--- src/rtl/comp_3in_2out_pkg.sv ---
// ---------------------------------------------------------------------------
// comp_3in_2out_pkg
// Shared constants for the min-sum check-node datapath of the GF(257) 4x24
// LDPC decoder: the position encoding reported with the minimum and the
// default magnitude width used by the check-node units.
// ---------------------------------------------------------------------------
package comp_3in_2out_pkg;

  // Default magnitude width of the check-node datapath.
  localparam int CN_WIDTH = 8;

  // Position encoding of the selected minimum. Code 3 is never produced.
  localparam logic [1:0] IDX_IN1 = 2'd0;
  localparam logic [1:0] IDX_IN2 = 2'd1;
  localparam logic [1:0] IDX_IN3 = 2'd2;

endpackage : comp_3in_2out_pkg

--- src/rtl/comp_3in_2out_comp2.sv ---
// ---------------------------------------------------------------------------
// comp2
// Combinational two-operand unsigned compare. Returns the smaller and larger
// operand and a flag saying which operand was taken as the smaller one.
// Equal operands resolve to the first operand.
//
// Ports:
//   a   in  WIDTH  first operand (wins ties)
//   b   in  WIDTH  second operand
//   lo  out WIDTH  min(a, b)
//   hi  out WIDTH  max(a, b)
//   sel out 1      1 when b is strictly smaller than a (lo came from b)
// ---------------------------------------------------------------------------
module comp2
  import comp_3in_2out_pkg::*;
#(
  parameter int WIDTH = CN_WIDTH
) (
  input  logic [WIDTH-1:0] a,
  input  logic [WIDTH-1:0] b,
  output logic [WIDTH-1:0] lo,
  output logic [WIDTH-1:0] hi,
  output logic             sel
);

  // Strict less-than so that a tie keeps the first operand as lo.
  assign sel = (b < a);
  assign lo  = sel ? b : a;
  assign hi  = sel ? a : b;

endmodule : comp2

--- src/rtl/comp_3in_2out.sv ---
// ---------------------------------------------------------------------------
// comp_3in_2out
// Three-input minimum / sub-minimum selector with one register stage.
// Returns the smallest input, the second-smallest input and the position of
// the smallest. On ties the lower position wins the minimum, and the
// sub-minimum then equals the minimum.
//
// Ports:
//   clk       in  1      system clock, rising edge
//   rst       in  1      asynchronous active-high reset
//   in_valid  in  1      qualifies in_1..in_3
//   in_1      in  WIDTH  magnitude, position 0
//   in_2      in  WIDTH  magnitude, position 1
//   in_3      in  WIDTH  magnitude, position 2
//   min_v     out WIDTH  registered minimum
//   submin_v  out WIDTH  registered second-smallest value
//   min_idx   out 2      registered position of min_v (0..2)
//   out_valid out 1      one-cycle pulse per accepted input set
// ---------------------------------------------------------------------------
module comp_3in_2out
  import comp_3in_2out_pkg::*;
#(
  parameter int WIDTH = CN_WIDTH
) (
  input  logic             clk,
  input  logic             rst,
  input  logic             in_valid,
  input  logic [WIDTH-1:0] in_1,
  input  logic [WIDTH-1:0] in_2,
  input  logic [WIDTH-1:0] in_3,
  output logic [WIDTH-1:0] min_v,
  output logic [WIDTH-1:0] submin_v,
  output logic [1:0]       min_idx,
  output logic             out_valid
);

  // Stage 1: order the first pair.
  logic [WIDTH-1:0] pair_lo, pair_hi;
  logic             pair_sel;

  comp2 #(.WIDTH(WIDTH)) u_pair (
    .a  (in_1),
    .b  (in_2),
    .lo (pair_lo),
    .hi (pair_hi),
    .sel(pair_sel)
  );

  // Stage 2: pair minimum against in_3. in_3 only wins when strictly smaller,
  // which keeps the first-occurrence rule for the minimum.
  logic [WIDTH-1:0] top_lo, top_hi;
  logic             top_sel;

  comp2 #(.WIDTH(WIDTH)) u_top (
    .a  (pair_lo),
    .b  (in_3),
    .lo (top_lo),
    .hi (top_hi),
    .sel(top_sel)
  );

  // Stage 3: when the pair minimum survives, the runner-up is the smaller of
  // the pair maximum and in_3 (tie resolved to the pair maximum; the value is
  // the same either way).
  logic [WIDTH-1:0] res_lo, res_hi;
  logic             res_sel;

  comp2 #(.WIDTH(WIDTH)) u_resolve (
    .a  (pair_hi),
    .b  (in_3),
    .lo (res_lo),
    .hi (res_hi),
    .sel(res_sel)
  );

  // The overall maximum and its origin are not needed by the check node.
  logic unused_resolve;
  assign unused_resolve = ^{res_hi, res_sel};

  logic [WIDTH-1:0] min_d, submin_d;
  logic [1:0]       idx_d;

  always_comb begin
    // NOTE: every output of a combinational block gets a default first so no
    // path can leave it unassigned and infer a latch.
    min_d    = top_lo;
    submin_d = res_lo;
    idx_d    = pair_sel ? IDX_IN2 : IDX_IN1;
    if (top_sel) begin
      // in_3 is the new minimum; the old pair minimum is now second.
      submin_d = top_hi;
      idx_d    = IDX_IN3;
    end
  end

  // Output register stage. Data registers load only on valid input and hold
  // otherwise; out_valid simply follows in_valid by one cycle.
  always_ff @(posedge clk or posedge rst) begin
    if (rst) begin
      // NOTE: sequential state uses non-blocking assignments so every register
      // samples pre-edge values regardless of statement order.
      min_v     <= '0;
      submin_v  <= '0;
      min_idx   <= IDX_IN1;
      out_valid <= 1'b0;
    end else begin
      out_valid <= in_valid;
      if (in_valid) begin
        min_v    <= min_d;
        submin_v <= submin_d;
        min_idx  <= idx_d;
      end
    end
  end

endmodule : comp_3in_2out

--- config.mk ---
export PLATFORM = sky130hd
export DESIGN_NAME = comp_3in_2out
export DESIGN_NICKNAME = d
export VERILOG_FILES = /design/src/rtl/comp_3in_2out_pkg.sv /design/src/rtl/comp_3in_2out_comp2.sv /design/src/rtl/comp_3in_2out.sv
export SDC_FILE = /design/constraint.sdc
export NUM_CORES = 1
export LEC_CHECK = 0
export CAP_MARGIN = 5
export CELL_PAD_IN_SITES_DETAIL_PLACEMENT = 0
export CELL_PAD_IN_SITES_GLOBAL_PLACEMENT = 1
export CORE_MARGIN = 3
export CORE_UTILIZATION = 39
export CTS_CLUSTER_DIAMETER = 100
export DETAILED_ROUTE_END_ITERATION = 10
export PLACE_DENSITY_LB_ADDON = 0.1
export SLEW_MARGIN = 20
export SYNTH_ARGS = -nofsm -noshare
export SYNTH_HDL_FRONTEND = slang
export SYNTH_SLANG_ARGS = --single-unit
--- constraint.sdc ---
create_clock -name clk -period 1.47 [get_ports clk]
set_input_delay 0.294 -clock clk [delete_from_list [all_inputs] [get_ports clk]]
set_output_delay 0.294 -clock clk [all_outputs]
set_load 0.02 [all_outputs]
**Yosys cells after proc, flatten, opt, wreduce, memory -nomap -nowiden**

Cells that the tools add are included.

- Register bits: 19
- Input port bits: 27
- Output and inout bits: 19
- Logic and storage cells: 14

- Magnitude comparators: 3
- Muxes and demuxes: 7

Operators by type and width:

| cell | number |
|---|---|
| 2-to-1 mux 8 bit | 5 |
| < comparator 8 bit | 3 |
| 2-to-1 mux 2 bit | 1 |
| 2-to-1 mux 1 bit | 1 |

**Depth between registers and ports, before layout**

Gate-level depths: netlist of the first run.

- Depth in word-level cells: 5
- Gate-level depth with buffers: 18
- Depth with buffers taken out: 15

**Cells and area by module**

From an unflattened synthesis of the first run, not the netlist that was laid out.

- Cell total of the unflattened synthesis: 183
- Area total of the unflattened synthesis: 1,933.1 um^2

Modules (own cells, without submodules):

| module | times used | cells an instance | area each (um^2) | sequential area each (um^2) |
|---|---|---|---|---|
| comp2 | 3 | 41 | 379.1 | 0.0 |
| comp_3in_2out | 1 | 60 | 795.8 | 475.5 |

**Worst setup path after synthesis of the first run**

OpenSTA, ideal clock, no wires.

- Kind: input -> register
- Start point: in in_1[5]
- End point: reg submin_v[1]
- Setup time: 0.120 ns
- Arrival time: 3.620 ns
- Required time: 1.350 ns
- Slack: -2.270 ns
- Cell stages on the path: 16
- Path buffers: 3
- Cell sequence: inv_1 ha_1 a211o_1 a21oi_1 o31ai_4 buf_4 buf_4 a21oi_1 ha_1 and4_1 a221o_1 or4_1 o21a_1 buf_4 mux2i_1 a31o_2

- Cells in the longest elaborated chain, start to end: 5
- Elaborated cells between the ends (all ways): 7
- Those cells by class: order compare (3); mux (4)

Ends and longest elaborated chain:

| item | RTL line | RTL |
|---|---|---|
| from (decl) | comp_3in_2out.sv:28 | `input logic [WIDTH-1:0] in_1,` |
| < comparator 8 bit | comp_3in_2out_comp2.sv:27 | `assign sel = (b < a);` |
| 2-to-1 mux 8 bit | comp_3in_2out_comp2.sv:29 | `assign hi = sel ? a : b;` |
| < comparator 8 bit | comp_3in_2out_comp2.sv:27 |  |
| 2-to-1 mux 8 bit | comp_3in_2out_comp2.sv:28 | `assign lo = sel ? b : a;` |
| 2-to-1 mux 8 bit (*) | comp_3in_2out.sv:89 | `if (top_sel) begin` |
| to (signal assigned) | comp_3in_2out.sv:110 | `submin_v <= submin_d;` |
| to (decl) | comp_3in_2out.sv:32 | `output logic [WIDTH-1:0] submin_v,` |

Mark *: on every way between the ends. The rest lies on a longest branch, timed or not.
A chain may end at the register's enable or synchronous reset.

**Worst setup path in the final report of the first run**

- Start point: in in_1[5]
- End point: reg submin_v[6]

The elaborated chain is that of the path after synthesis.

==> results.rst, run 1 <==
.. list-table::
   :header-rows: 1

   * - Metric
     - Value
   * - Post-route DRC
     - 0
   * - Post-Route WL
     - 5.77 mm
   * - Root Buffer
     - sky130_fd_sc_hd__clkbuf_8
   * - Number of cells produced by synthesis
     - 188
   * - Clock-pin slew on the worst setup and hold paths
     - 0.08 ns
   * - Via count of the first global-routing pass
     - 1971
   * - Worst VDD drop
     - 0.387 mV
   * - Wire length of the first global-routing pass
     - 8.76 mm
   * - Result of the run
     - finished, violations left
   * - GRT Resource Usage Total
     - 21.1%
   * - Half-perimeter wire length after placement
     - 4.01 mm
   * - Final critical path time including I/O delays and setup
     - 3.34 ns
   * - Data arrival, critical path
     - 3.50 ns
   * - Sequential area share after synthesis
     - 28.0%
   * - Standby leakage power
     - 1.48 nW
   * - Die Ht
     - 71.9 um
   * - Number of top-level design ports
     - 46
   * - Tcrit/Tclk final
     - 228%
   * - Class of the worst hold path
     - in -> async
   * - Cell at the slowest stage of the critical path
     - sky130_fd_sc_hd__or4_4
   * - Synth Warn #
     - 0
   * - Total power per unit cell area
     - 881 nW/um^2
   * - Fraction of synthesis flops using an asynchronous set or reset pin
     - 100%
   * - Number of optimization iterations in the first detailed-route pass
     - 4
   * - Number of antenna violations at the first check in global routing
     - 0
   * - Clock latency on the worst-skew pair
     - 0.26 ns
   * - Routed length per instance
     - 16.3 um
   * - Number of slew-limit violations in the final report
     - 0
   * - FMAX
     - 299 MHz
   * - Total power consumption of the routed design
     - 2.69 mW
   * - Violated checks
     - negative setup slack
   * - Total global routing overflow
     - 0
   * - Number of clock sinks seen by CTS
     - 19
   * - Number of enable-type register cells in the synthesized netlist
     - 0
   * - Synth-to-layout area growth
     - 80.2%
   * - Total negative setup slack
     - -31.08 ns
   * - Most common library cell in the layout ignoring fill and taps
     - sky130_fd_sc_hd__buf_4
   * - Pin count of the biggest net entering global routing
     - 32
   * - Setup Crit Path Kind
     - in -> reg
   * - Final worst-path setup slack
     - -1.87 ns
   * - Number of diodes
     - 0
   * - Htree depth
     - 1
   * - Total of endpoints with negative setup slack in the final report
     - 18
   * - Chip width
     - 71.9 um
   * - Starting Density
     - 41.5%
   * - Avg Cell Area, Syn
     - 9.02 um^2
   * - Largest delay share family, worst path
     - compound AO/OA/AOI/OAI gates
   * - Setup clock skew after layout
     - 0 ns
   * - Post-synthesis instance area
     - 1700 um^2
   * - Core box area
     - 4090 um^2
   * - Via count
     - 1916
   * - Flip-flop and latch count after synthesis
     - 19
   * - Proportion of layout cells with a drive suffix above 1
     - 48.7%
   * - FP Rows
     - 23
   * - Die ar.
     - 5170 um^2
   * - Number of distinct library cell variants in the gate-level netlist after synthesis
     - 34
   * - Most used cells in the layout excluding fill and tap cells
     - sky130_fd_sc_hd__buf_4, sky130_fd_sc_hd__inv_1, sky130_fd_sc_hd__dlygate4sd2_1
   * - DR iter-0 viols
     - 125
   * - Cts bufs inserted
     - 3
   * - Worst EP required
     - 1.63 ns
   * - Net count after synthesis
     - 236
   * - Tightest Pin Transition
     - 0.348 ns
   * - Global placer's final weighted congestion
     - 0.919
   * - Number of nets in the finished design
     - 353
   * - Number of maximum-capacitance constraint violations
     - 0
   * - Final Hold Fails
     - 0
   * - Cell type with the highest occurrence count on the critical path
     - sky130_fd_sc_hd__a21oi_2
   * - Endpoint class of the critical path
     - register
   * - Biggest fanout along the worst timing path
     - 8
   * - Via count normalized by instance count
     - 5.41
   * - Maximum root-to-sink buffer count
     - 2
   * - Clock tree from TritonCTS
     - done
   * - Largest stage delay, worst path
     - 0.43 ns
   * - Worst path cell trace
     - buf_8 -> clkinv_4 -> ha_4 -> a211o_1 -> a21oi_2 -> o31ai_4 -> buf_6 -> nor2_4 -> a21oi_2 -> ha_1 -> a21oi_2 -> nand2_1 -> a221o_1 -> or4_4 -> o21a_4 -> mux2i_1 -> a31o_2
   * - Final Util
     - 74.8%
   * - Number of buffer and inverter instances along the worst setup path
     - 3
   * - Relative slew margins
     - 76.1%
   * - Startpoint class of the critical path
     - primary input
   * - Dpl ws
     - -2.80 ns
   * - Main flop type after synthesis
     - sky130_fd_sc_hd__dfrtp_1
   * - Unrepaired setup endpoints after global routing
     - true
   * - Number of fill cells in the layout
     - 284
   * - Port Buffers
     - 45
   * - Antenna-violating nets left
     - 0
[state kept, by name, summed over array words and instances, names as in the netlist]
name and count:
min_idx 2, min_v 8, out_valid 1, submin_v 8
[worst register-to-register path, cell delays in order, from the launching register on]
cell,delay (ns)
sky130_fd_sc_hd__dfrtp_1,0.39
sky130_fd_sc_hd__inv_1,0.06
sky130_fd_sc_hd__o22ai_1,0.06
sky130_fd_sc_hd__a31o_2,0.22
[report_power, final]
group	leakage [nW]	internal [mW]	total [mW]	switching [mW]
registers	0.230	0.637	0.690	0.0524
logic	1.22	0.822	1.63	0.808
clock network	0.0255	0.189	0.372	0.183
total	1.48	1.65	2.69	1.04
[timing repair]
item / 4_1_cts / 5_1_grt
gates resized for setup: 98 / 28
hold endpoints to repair: 0 / 0
hold buffers: 0 / 0
pin swaps: 28 / 17
setup endpoints to repair: 37 / 18
buffers inserted: 19 / 3
[metal layers]
| metal | up-vias | routed length (um) | global-route usage [%] |
|---|---|---|---|
| li1 | 918 | - | - |
| met1 | 901 | 2350 | 24.9 |
| met2 | 76 | 2950 | 38.1 |
| met3 | 21 | 256 | 2.22 |
| met4 | 0 | 218 | 10.2 |
| met5 | - | 0 | 0 |
[final cells by class]
| cell class | instances | area [um^2] | area share, % |
|---|---|---|---|
| Clock buffer | 3 | 41.3 | 1.35 |
| Timing Repair Buffer | 122 | 1040 | 33.9 |
| Inverter | 30 | 140 | 4.59 |
| Tap cell | 50 | 62.6 | 2.05 |
| Sequential cell | 19 | 475 | 15.6 |
| Clock inverter | 1 | 5.00 | 0.164 |
| Multi-Input combinational cell | 129 | 1290 | 42.3 |
[cell usage after synthesis, drive strengths merged, types with 5 or more instances]
cell type	instances	area, um^2
inv	30	113
ha	21	263
dfrtp	19	475
mux2i	16	160
nor2	12	45.0
a21oi	11	55.1
nand2b	9	56.3
nand3	9	45.0
a31o	8	70.1
o221ai	7	61.3
o22ai	7	43.8
buf	6	58.8
nand2	5	18.8
[worst paths after layout]
check | startpoint | to | slack, ns | cells past startpoint
max | in_1[5] | submin_v[6] | -1.87 | 17
min | rst | min_v[3] | 0.35 | 3
max reg2reg | submin_v[4] | submin_v[4] | 0.64 | 3
min reg2reg | min_idx[1] | min_idx[1] | 0.51 | 2
max in group asynchronous | rst | submin_v[0] | 0.91 | 3
min in group clk | min_idx[1] | min_idx[1] | 0.51 | 2
[per-stage QoR]
| stage | hold WS, ns | instance area [um^2] | cells |
|---|---|---|---|
| global placement | 0.490 | 2750 | 330 |
| detailed placement | 0.497 | 2750 | 330 |
| finish | 0.352 | 3060 | 354 |
| global route | 0.374 | 3060 | 354 |
| floorplan | 0.245 | 1880 | 188 |
| CTS | 0.361 | 2970 | 353 |
[logic make-up (layout without fill, tap and decap cells)]
family / count (synthesis) / count (layout) / synth area share, %
flip-flops: 19 / 19 / 28.0
adder cells (fa/ha/maj): 21 / 21 / 15.5
buffers and inverters: 40 / 156 / 11.0
AND/OR/NAND/NOR: 38 / 38 / 11.1
AO/OA/AOI/OAI: 53 / 53 / 24.3
multiplexers: 17 / 17 / 10.1
No activity file was read; power rests on OpenSTA's default activity.
==> run 2, diff against run 1 <==
--- a/config.mk
+++ b/config.mk
@@ -12,6 +12,7 @@
 export CORE_UTILIZATION = 39
 export CTS_CLUSTER_DIAMETER = 100
 export DETAILED_ROUTE_END_ITERATION = 10
+export MAX_ROUTING_LAYER = met4
 export PLACE_DENSITY_LB_ADDON = 0.1
 export SLEW_MARGIN = 20
 export SYNTH_ARGS = -nofsm -noshare
==> run 2 against run 1 <==
Compared with the run above: the flow still finishes with violations (negative setup slack); first-iteration DRC count is 54% lower; combinational power hardly changed; register-to-register slack hardly changed; clock power is 2% lower; clock skew stayed put; non-clock buffer count is 4 lower; largest power group unchanged; highest routed layer unchanged.
==> results.rst, run 2 (synthesis gave the netlist of run 1 again) <==
.. list-table::
   :header-rows: 1

   * - Metric
     - Value
   * - Result of the run
     - finished, violations left
   * - Violated checks
     - negative setup slack
   * - Wire length of the first global-routing pass
     - 8.40 mm
   * - Final Hold Fails
     - 0
   * - Register-to-Register Setup Slack
     - 0.63 ns
   * - Number of clock sinks seen by CTS
     - 19
   * - Area used by multi-input combinational logic
     - 1400 um^2
   * - Final Util
     - 77.4%
   * - Global placer's final weighted congestion
     - 0.908
   * - Placed cell area
     - 2780 um^2
   * - Core box area
     - 4090 um^2
   * - Top flop regs
     - min_v (8), submin_v (8), min_idx (2)
   * - Number of slew-limit violations in the final report
     - 0
   * - Total power per unit cell area
     - 855 nW/um^2
   * - Number of fill cells in the layout
     - 288
   * - Proportion of layout cells with a drive suffix above 1
     - 53.0%
   * - Clock-pin slew on the worst setup and hold paths
     - 0.07 ns
   * - Unrepaired setup endpoints after global routing
     - true
   * - Maximum root-to-sink buffer count
     - 2
   * - Via count normalized by instance count
     - 5.21
   * - Die Ht
     - 71.9 um
   * - Number of antenna violations at the first check in global routing
     - 0
   * - Biggest fanout along the worst timing path
     - 8
   * - Htree depth
     - 1
   * - Final critical path time including I/O delays and setup
     - 3.36 ns
   * - GRT Resource Usage Total
     - 20.7%
   * - Length in cells of the worst reg-to-reg path
     - 3
   * - Cell type with the highest occurrence count on the critical path
     - sky130_fd_sc_hd__ha_4
   * - Final worst-path setup slack
     - -1.89 ns
   * - Worst EP required
     - 1.62 ns
   * - Number of diodes
     - 0
   * - Chip width
     - 71.9 um
   * - Clock tree from TritonCTS
     - done
   * - Data arrival, critical path
     - 3.50 ns
   * - Cts bufs inserted
     - 3
   * - Starting Density
     - 41.5%
   * - Beginning of the worst register-to-register path
     - submin_v[5]
   * - Number of optimization iterations in the first detailed-route pass
     - 4
   * - Most common library cell in the layout ignoring fill and taps
     - sky130_fd_sc_hd__buf_4
   * - DR iter-0 viols
     - 58
   * - Antenna-violating nets left
     - 0
   * - Number of nets in the finished design
     - 349
   * - Post-route DRC
     - 0
   * - Number of top-level design ports
     - 46
   * - Hold Slack
     - 0.357 ns
   * - Synth-to-layout area growth
     - 86.6%
   * - Port Buffers
     - 45
   * - Post-Route WL
     - 5.18 mm
   * - Tcrit/Tclk final
     - 228%
   * - Die ar.
     - 5170 um^2
   * - Sequential cell area
     - 475 um^2
   * - Worst path cell trace
     - buf_8 -> inv_4 -> ha_4 -> a211o_1 -> a21oi_2 -> o31ai_4 -> buf_4 -> a21oi_4 -> ha_4 -> and4_1 -> a221o_1 -> or4_4 -> o21a_4 -> mux2i_2 -> a31o_2
   * - FMAX
     - 298 MHz
   * - Relative slew margins
     - 72.9%
   * - Worst VDD drop
     - 0.418 mV
   * - Via count
     - 1824
   * - Startpoint class of the critical path
     - primary input
   * - Number of maximum-capacitance constraint violations
     - 0
   * - Cell at the slowest stage of the critical path
     - sky130_fd_sc_hd__or4_4
   * - Total of endpoints with negative setup slack in the final report
     - 18
   * - Most used cells in the layout excluding fill and tap cells
     - sky130_fd_sc_hd__buf_4, sky130_fd_sc_hd__inv_1, sky130_fd_sc_hd__dlygate4sd2_1
   * - Clock latency on the worst-skew pair
     - 0.25 ns
   * - Total global routing overflow
     - 0
   * - Endpoint class of the critical path
     - register
   * - Tightest Pin Transition
     - 0.406 ns
   * - Via count of the first global-routing pass
     - 1832
   * - Half-perimeter wire length after placement
     - 4.08 mm
   * - Setup clock skew after layout
     - 0 ns
   * - Final non-filler cell area
     - 3160 um^2
   * - Routed length per instance
     - 14.8 um
   * - Root Buffer
     - sky130_fd_sc_hd__clkbuf_8
   * - Class of the worst hold path
     - in -> async
   * - Setup Crit Path Kind
     - in -> reg
   * - Dpl ws
     - -2.80 ns
   * - Standby leakage power
     - 1.48 nW
   * - Critical R2R Capture
     - submin_v[5]
   * - FP Rows
     - 23
   * - Largest stage delay, worst path
     - 0.49 ns
   * - Pin count of the biggest net entering global routing
     - 32
## run 2: per-layer routing
layer / part of all wire [%] / wire length, um / global-route usage [%]
met3: 3.3 / 169 / 1.66
met1: 42 / 2150 / 24.5
met5: 0 / 0 / -
met2: 54 / 2790 / 37.8
met4: 1.3 / 65 / 5.22
## run 2: through the flow
| step | power, mW | TNS [ns] | instances |
|---|---|---|---|
| finish | 2.70 | -30.28 | 350 |
| global route | 2.86 | -32.50 | 350 |
| CTS | 2.56 | -33.01 | 343 |
| detailed placement | 2.21 | -46.65 | 334 |
| global placement | 2.16 | -45.57 | 334 |
| floorplan | 1.57 | -30.57 | 188 |
## run 2: power breakdown
| group | switching [mW] | internal [mW] |
|---|---|---|
| clock | 0.172 | 0.193 |
| sequential | 0.0557 | 0.638 |
| combinational | 0.801 | 0.844 |
| total | 1.03 | 1.67 |
## run 2: how the worst max path moves through the flow
stage	from	endpoint	slack, ns	cells after the start
6_report	in_1[5]	submin_v[7]	-1.89	15
5_1_grt	in_1[5]	submin_v[7]	-1.99	15
4_1_cts	in_1[3]	submin_v[7]	-1.93	17
3_5_place_dp	in_1[3]	submin_v[7]	-2.80	16
3_3_place_gp	in_1[5]	submin_v[7]	-2.73	15
2_1_floorplan	in_1[3]	submin_v[4]	-2.08	17
## run 2: repair_timing
action,CTS,global route
hold buffers,0,0
endpoints found under the setup margin,37,18
hold endpoints to repair,0,0
buffers inserted,5,9
resized for setup,104,47
pin swaps,26,25
## run 2: cell type report
class                           count  area share (%)
Tap cell                           50            1.98
Timing Repair Buffer              118            33.0
Multi-Input combinational cell    129            44.2
Sequential cell                    19            15.0
Inverter                           30            4.35
Clock buffer                        4            1.42
## run 2: critical path, delay by kind of cell
kind | cells | cell delay (ns)
AOI/OAI and AO/OA | 7 | 1.64
adders and majority gates | 2 | 0.42
buffers and inverters | 3 | 0.32
and+or+nand+nor | 2 | 0.67
muxes | 1 | 0.17
==> run 3, diff against run 2 <==
--- a/config.mk
+++ b/config.mk
@@ -8,12 +8,11 @@
 export CAP_MARGIN = 5
 export CELL_PAD_IN_SITES_DETAIL_PLACEMENT = 0
 export CELL_PAD_IN_SITES_GLOBAL_PLACEMENT = 1
-export CORE_MARGIN = 3
 export CORE_UTILIZATION = 39
 export CTS_CLUSTER_DIAMETER = 100
 export DETAILED_ROUTE_END_ITERATION = 10
 export MAX_ROUTING_LAYER = met4
-export PLACE_DENSITY_LB_ADDON = 0.1
+export PLACE_DENSITY = 0.93
 export SLEW_MARGIN = 20
 export SYNTH_ARGS = -nofsm -noshare
 export SYNTH_HDL_FRONTEND = slang
==> run 3 against run 2 <==
Compared with the run above: clock power up 4%; critical path type unchanged; via count rose by 1.9%; the flow still finishes with violations (negative setup slack); core utilization is 0.31 points lower.
==> results.rst, run 3 (synthesis gave the netlist of run 1 again) <==
.. list-table::
   :header-rows: 1

   * - Metric
     - Value
   * - Total power per unit cell area
     - 886 nW/um^2
   * - Most used cells in the layout excluding fill and tap cells
     - sky130_fd_sc_hd__buf_4, sky130_fd_sc_hd__inv_1, sky130_fd_sc_hd__dlygate4sd2_1
   * - Length in cells of the worst reg-to-reg path
     - 3
   * - Result of the run
     - finished, violations left
   * - Maximum root-to-sink buffer count
     - 2
   * - Die Ht
     - 67.9 um
   * - Core box area
     - 4090 um^2
   * - Number of optimization iterations in the first detailed-route pass
     - 4
   * - Port Buffers
     - 45
   * - Via count of the first global-routing pass
     - 1834
   * - Number of antenna violations at the first check in global routing
     - 0
   * - Die ar.
     - 4610 um^2
   * - Synth-to-layout area growth
     - 85.8%
   * - Via count normalized by instance count
     - 5.36
   * - Total power consumption of the routed design
     - 2.79 mW
   * - Cts bufs inserted
     - 3
   * - Startpoint class of the critical path
     - primary input
   * - DR iter-0 viols
     - 127
   * - Number of clock sinks seen by CTS
     - 19
   * - FMAX
     - 305 MHz
   * - Total negative setup slack
     - -31.42 ns
   * - Register share of total power
     - 25.0%
   * - Via count
     - 1859
   * - Setup clock skew after layout
     - 0 ns
   * - Biggest fanout along the worst timing path
     - 4
   * - Dpl ws
     - -2.83 ns
   * - Cell type with the highest occurrence count on the critical path
     - sky130_fd_sc_hd__buf_6
   * - Half-perimeter wire length after placement
     - 3.75 mm
   * - Tcrit/Tclk final
     - 223%
   * - Post-Route WL
     - 5.54 mm
   * - Clock network fraction of total power
     - 13.6%
   * - Setup Crit Path Kind
     - in -> reg
   * - Starting Density
     - 41.5%
   * - Pin count of the biggest net entering global routing
     - 29
   * - Origin of the worst setup path
     - in_2[0]
   * - Worst EP required
     - 1.62 ns
   * - Top flop regs
     - min_v (8), submin_v (8), min_idx (2)
   * - Combinational power share
     - 61.4%
   * - Total of endpoints with negative setup slack in the final report
     - 18
   * - FP Rows
     - 23
   * - Number of hold-repair buffers added at the cts stage
     - 0
   * - Wire length of the first global-routing pass
     - 8.25 mm
   * - Clock latency on the worst-skew pair
     - 0.26 ns
   * - Unrepaired setup endpoints after global routing
     - true
   * - Htree depth
     - 1
   * - Cell at the slowest stage of the critical path
     - sky130_fd_sc_hd__a2111oi_4
   * - Final Hold Fails
     - 0
   * - Pint
     - 1.70 mW
   * - Critical R2R Capture
     - submin_v[5]
   * - Beginning of the worst register-to-register path
     - submin_v[5]
   * - Final worst-path setup slack
     - -1.81 ns
   * - Proportion of layout cells with a drive suffix above 1
     - 54.9%
   * - Worst Setup EP
     - min_idx[0]
   * - Post-route DRC
     - 0
   * - Clock tree from TritonCTS
     - done
   * - Number of nets in the finished design
     - 346
   * - Class of the worst hold path
     - in -> async
   * - GRT Resource Usage Total
     - 24.7%
   * - Standby leakage power
     - 1.47 nW
   * - Switching power as a share of total power
     - 39.1%
   * - Final Util
     - 77.1%
   * - Number of diodes
     - 0
   * - Register-to-Register Setup Slack
     - 0.59 ns
   * - Endpoint class of the critical path
     - register
   * - Worst VDD drop
     - 0.438 mV
   * - Number of standard cells in the final layout excluding fillers
     - 347
   * - Number of slew-limit violations in the final report
     - 0
   * - Cell Count Post-Placement
     - 326
   * - Switching power
     - 1.09 mW
   * - Number of top-level design ports
     - 46
   * - Violated checks
     - negative setup slack
   * - Data arrival, critical path
     - 3.43 ns
   * - Root Buffer
     - sky130_fd_sc_hd__clkbuf_8
   * - Largest stage delay, worst path
     - 0.41 ns
   * - Chip width
     - 67.9 um
   * - Total global routing overflow
     - 0
   * - Relative slew margins
     - 77.6%
   * - Global placer's final weighted congestion
     - 0.908
   * - Clock-pin slew on the worst setup and hold paths
     - 0.07 ns
   * - Final critical path time including I/O delays and setup
     - 3.28 ns
   * - Antenna-violating nets left
     - 0
   * - Routed length per instance
     - 16.0 um
   * - Number of maximum-capacitance constraint violations
     - 0
   * - Most common library cell in the layout ignoring fill and taps
     - sky130_fd_sc_hd__buf_4
   * - Tightest Pin Transition
     - 0.327 ns
   * - Worst path cell trace
     - dlygate4sd2_1 -> nand2b_4 -> a2111oi_4 -> o31ai_4 -> buf_6 -> buf_6 -> buf_8 -> buf_6 -> mux2i_4 -> ha_4 -> a211oi_2 -> nand2_1 -> a31oi_1 -> o21ai_2 -> buf_4 -> o21ai_4 -> nor2_2 -> mux2_4
==> run 3: changes by cell type in the layout (fill, tap and decap cells not counted), moves of 2 or more <==
cell / previous run / this run
sky130_fd_sc_hd__o22ai_2: 0 / 3
sky130_fd_sc_hd__o22ai_1: 7 / 4
sky130_fd_sc_hd__buf_12: 3 / 1
sky130_fd_sc_hd__a21oi_1: 4 / 1
sky130_fd_sc_hd__nor2_4: 1 / 3
sky130_fd_sc_hd__mux2i_1: 11 / 14
sky130_fd_sc_hd__buf_6: 15 / 18
sky130_fd_sc_hd__buf_4: 62 / 57
sky130_fd_sc_hd__mux2i_2: 3 / 1
sky130_fd_sc_hd__a21oi_2: 4 / 8
==> run 3: worst min-delay path by stage <==
stage	endpoint	slack, ns	cells after the start
floorplan	min_idx[0]	0.25	1
global placement	min_idx[0]	0.49	1
detailed placement	min_v[0]	0.50	2
CTS	min_idx[1]	0.37	3
global route	submin_v[1]	0.39	3
finish	min_v[4]	0.35	3
==> run 3: through the flow <==
step | hold WS (ns) | instance area (um^2)
2_1_floorplan | 0.245 | 1880
3_3_place_gp | 0.494 | 2710
3_5_place_dp | 0.502 | 2710
4_1_cts | 0.367 | 2960
5_1_grt | 0.387 | 3150
6_report | 0.352 | 3150
==> run 3: layer usage <==
layer | wire length (um) | track usage [%] | up-vias | share of wire, %
met1 | 2230 | 27.9 | 890 | 40
li1 | - | - | 897 | -
met3 | 192 | 2.50 | 8 | 3.5
met5 | 0 | - | - | 0
met4 | 80 | 9.11 | 0 | 1.4
met2 | 3040 | 44.5 | 64 | 55
==> run 3: cell type report <==
cell class,count,area [um^2]
sequential,19,475
fill,273,936
inverter,30,138
timing repair buffer,115,1000
tap,50,62.6
clock buffer,4,45.0
multi-input combinational,129,1430
==> run 3: worst max-delay path, delay by kind of cell <==
kind	cells	cell delay, ns
AO/OA/AOI/OAI	6	1.17
AND/OR/NAND/NOR	3	0.32
multiplexers	2	0.48
buffers and inverters	6	0.91
adder cells (fa/ha/maj)	1	0.25
==> run 3: power groups by stage <==
stage | clock (mW) | combinational, mW | sequential, mW
global route | 0.406 | 1.84 | 0.708
global placement | 0 | 1.40 | 0.703
detailed placement | 0 | 1.44 | 0.711
finish | 0.381 | 1.72 | 0.697
floorplan | 0 | 0.717 | 0.850
CTS | 0.382 | 1.55 | 0.695
==> run 3: timing repair <==
action,4_1_cts,5_1_grt
pin swaps,26,30
gates cloned,0,0
setup endpoints to repair,37,18
buffers inserted,16,2
gates resized for setup,112,46
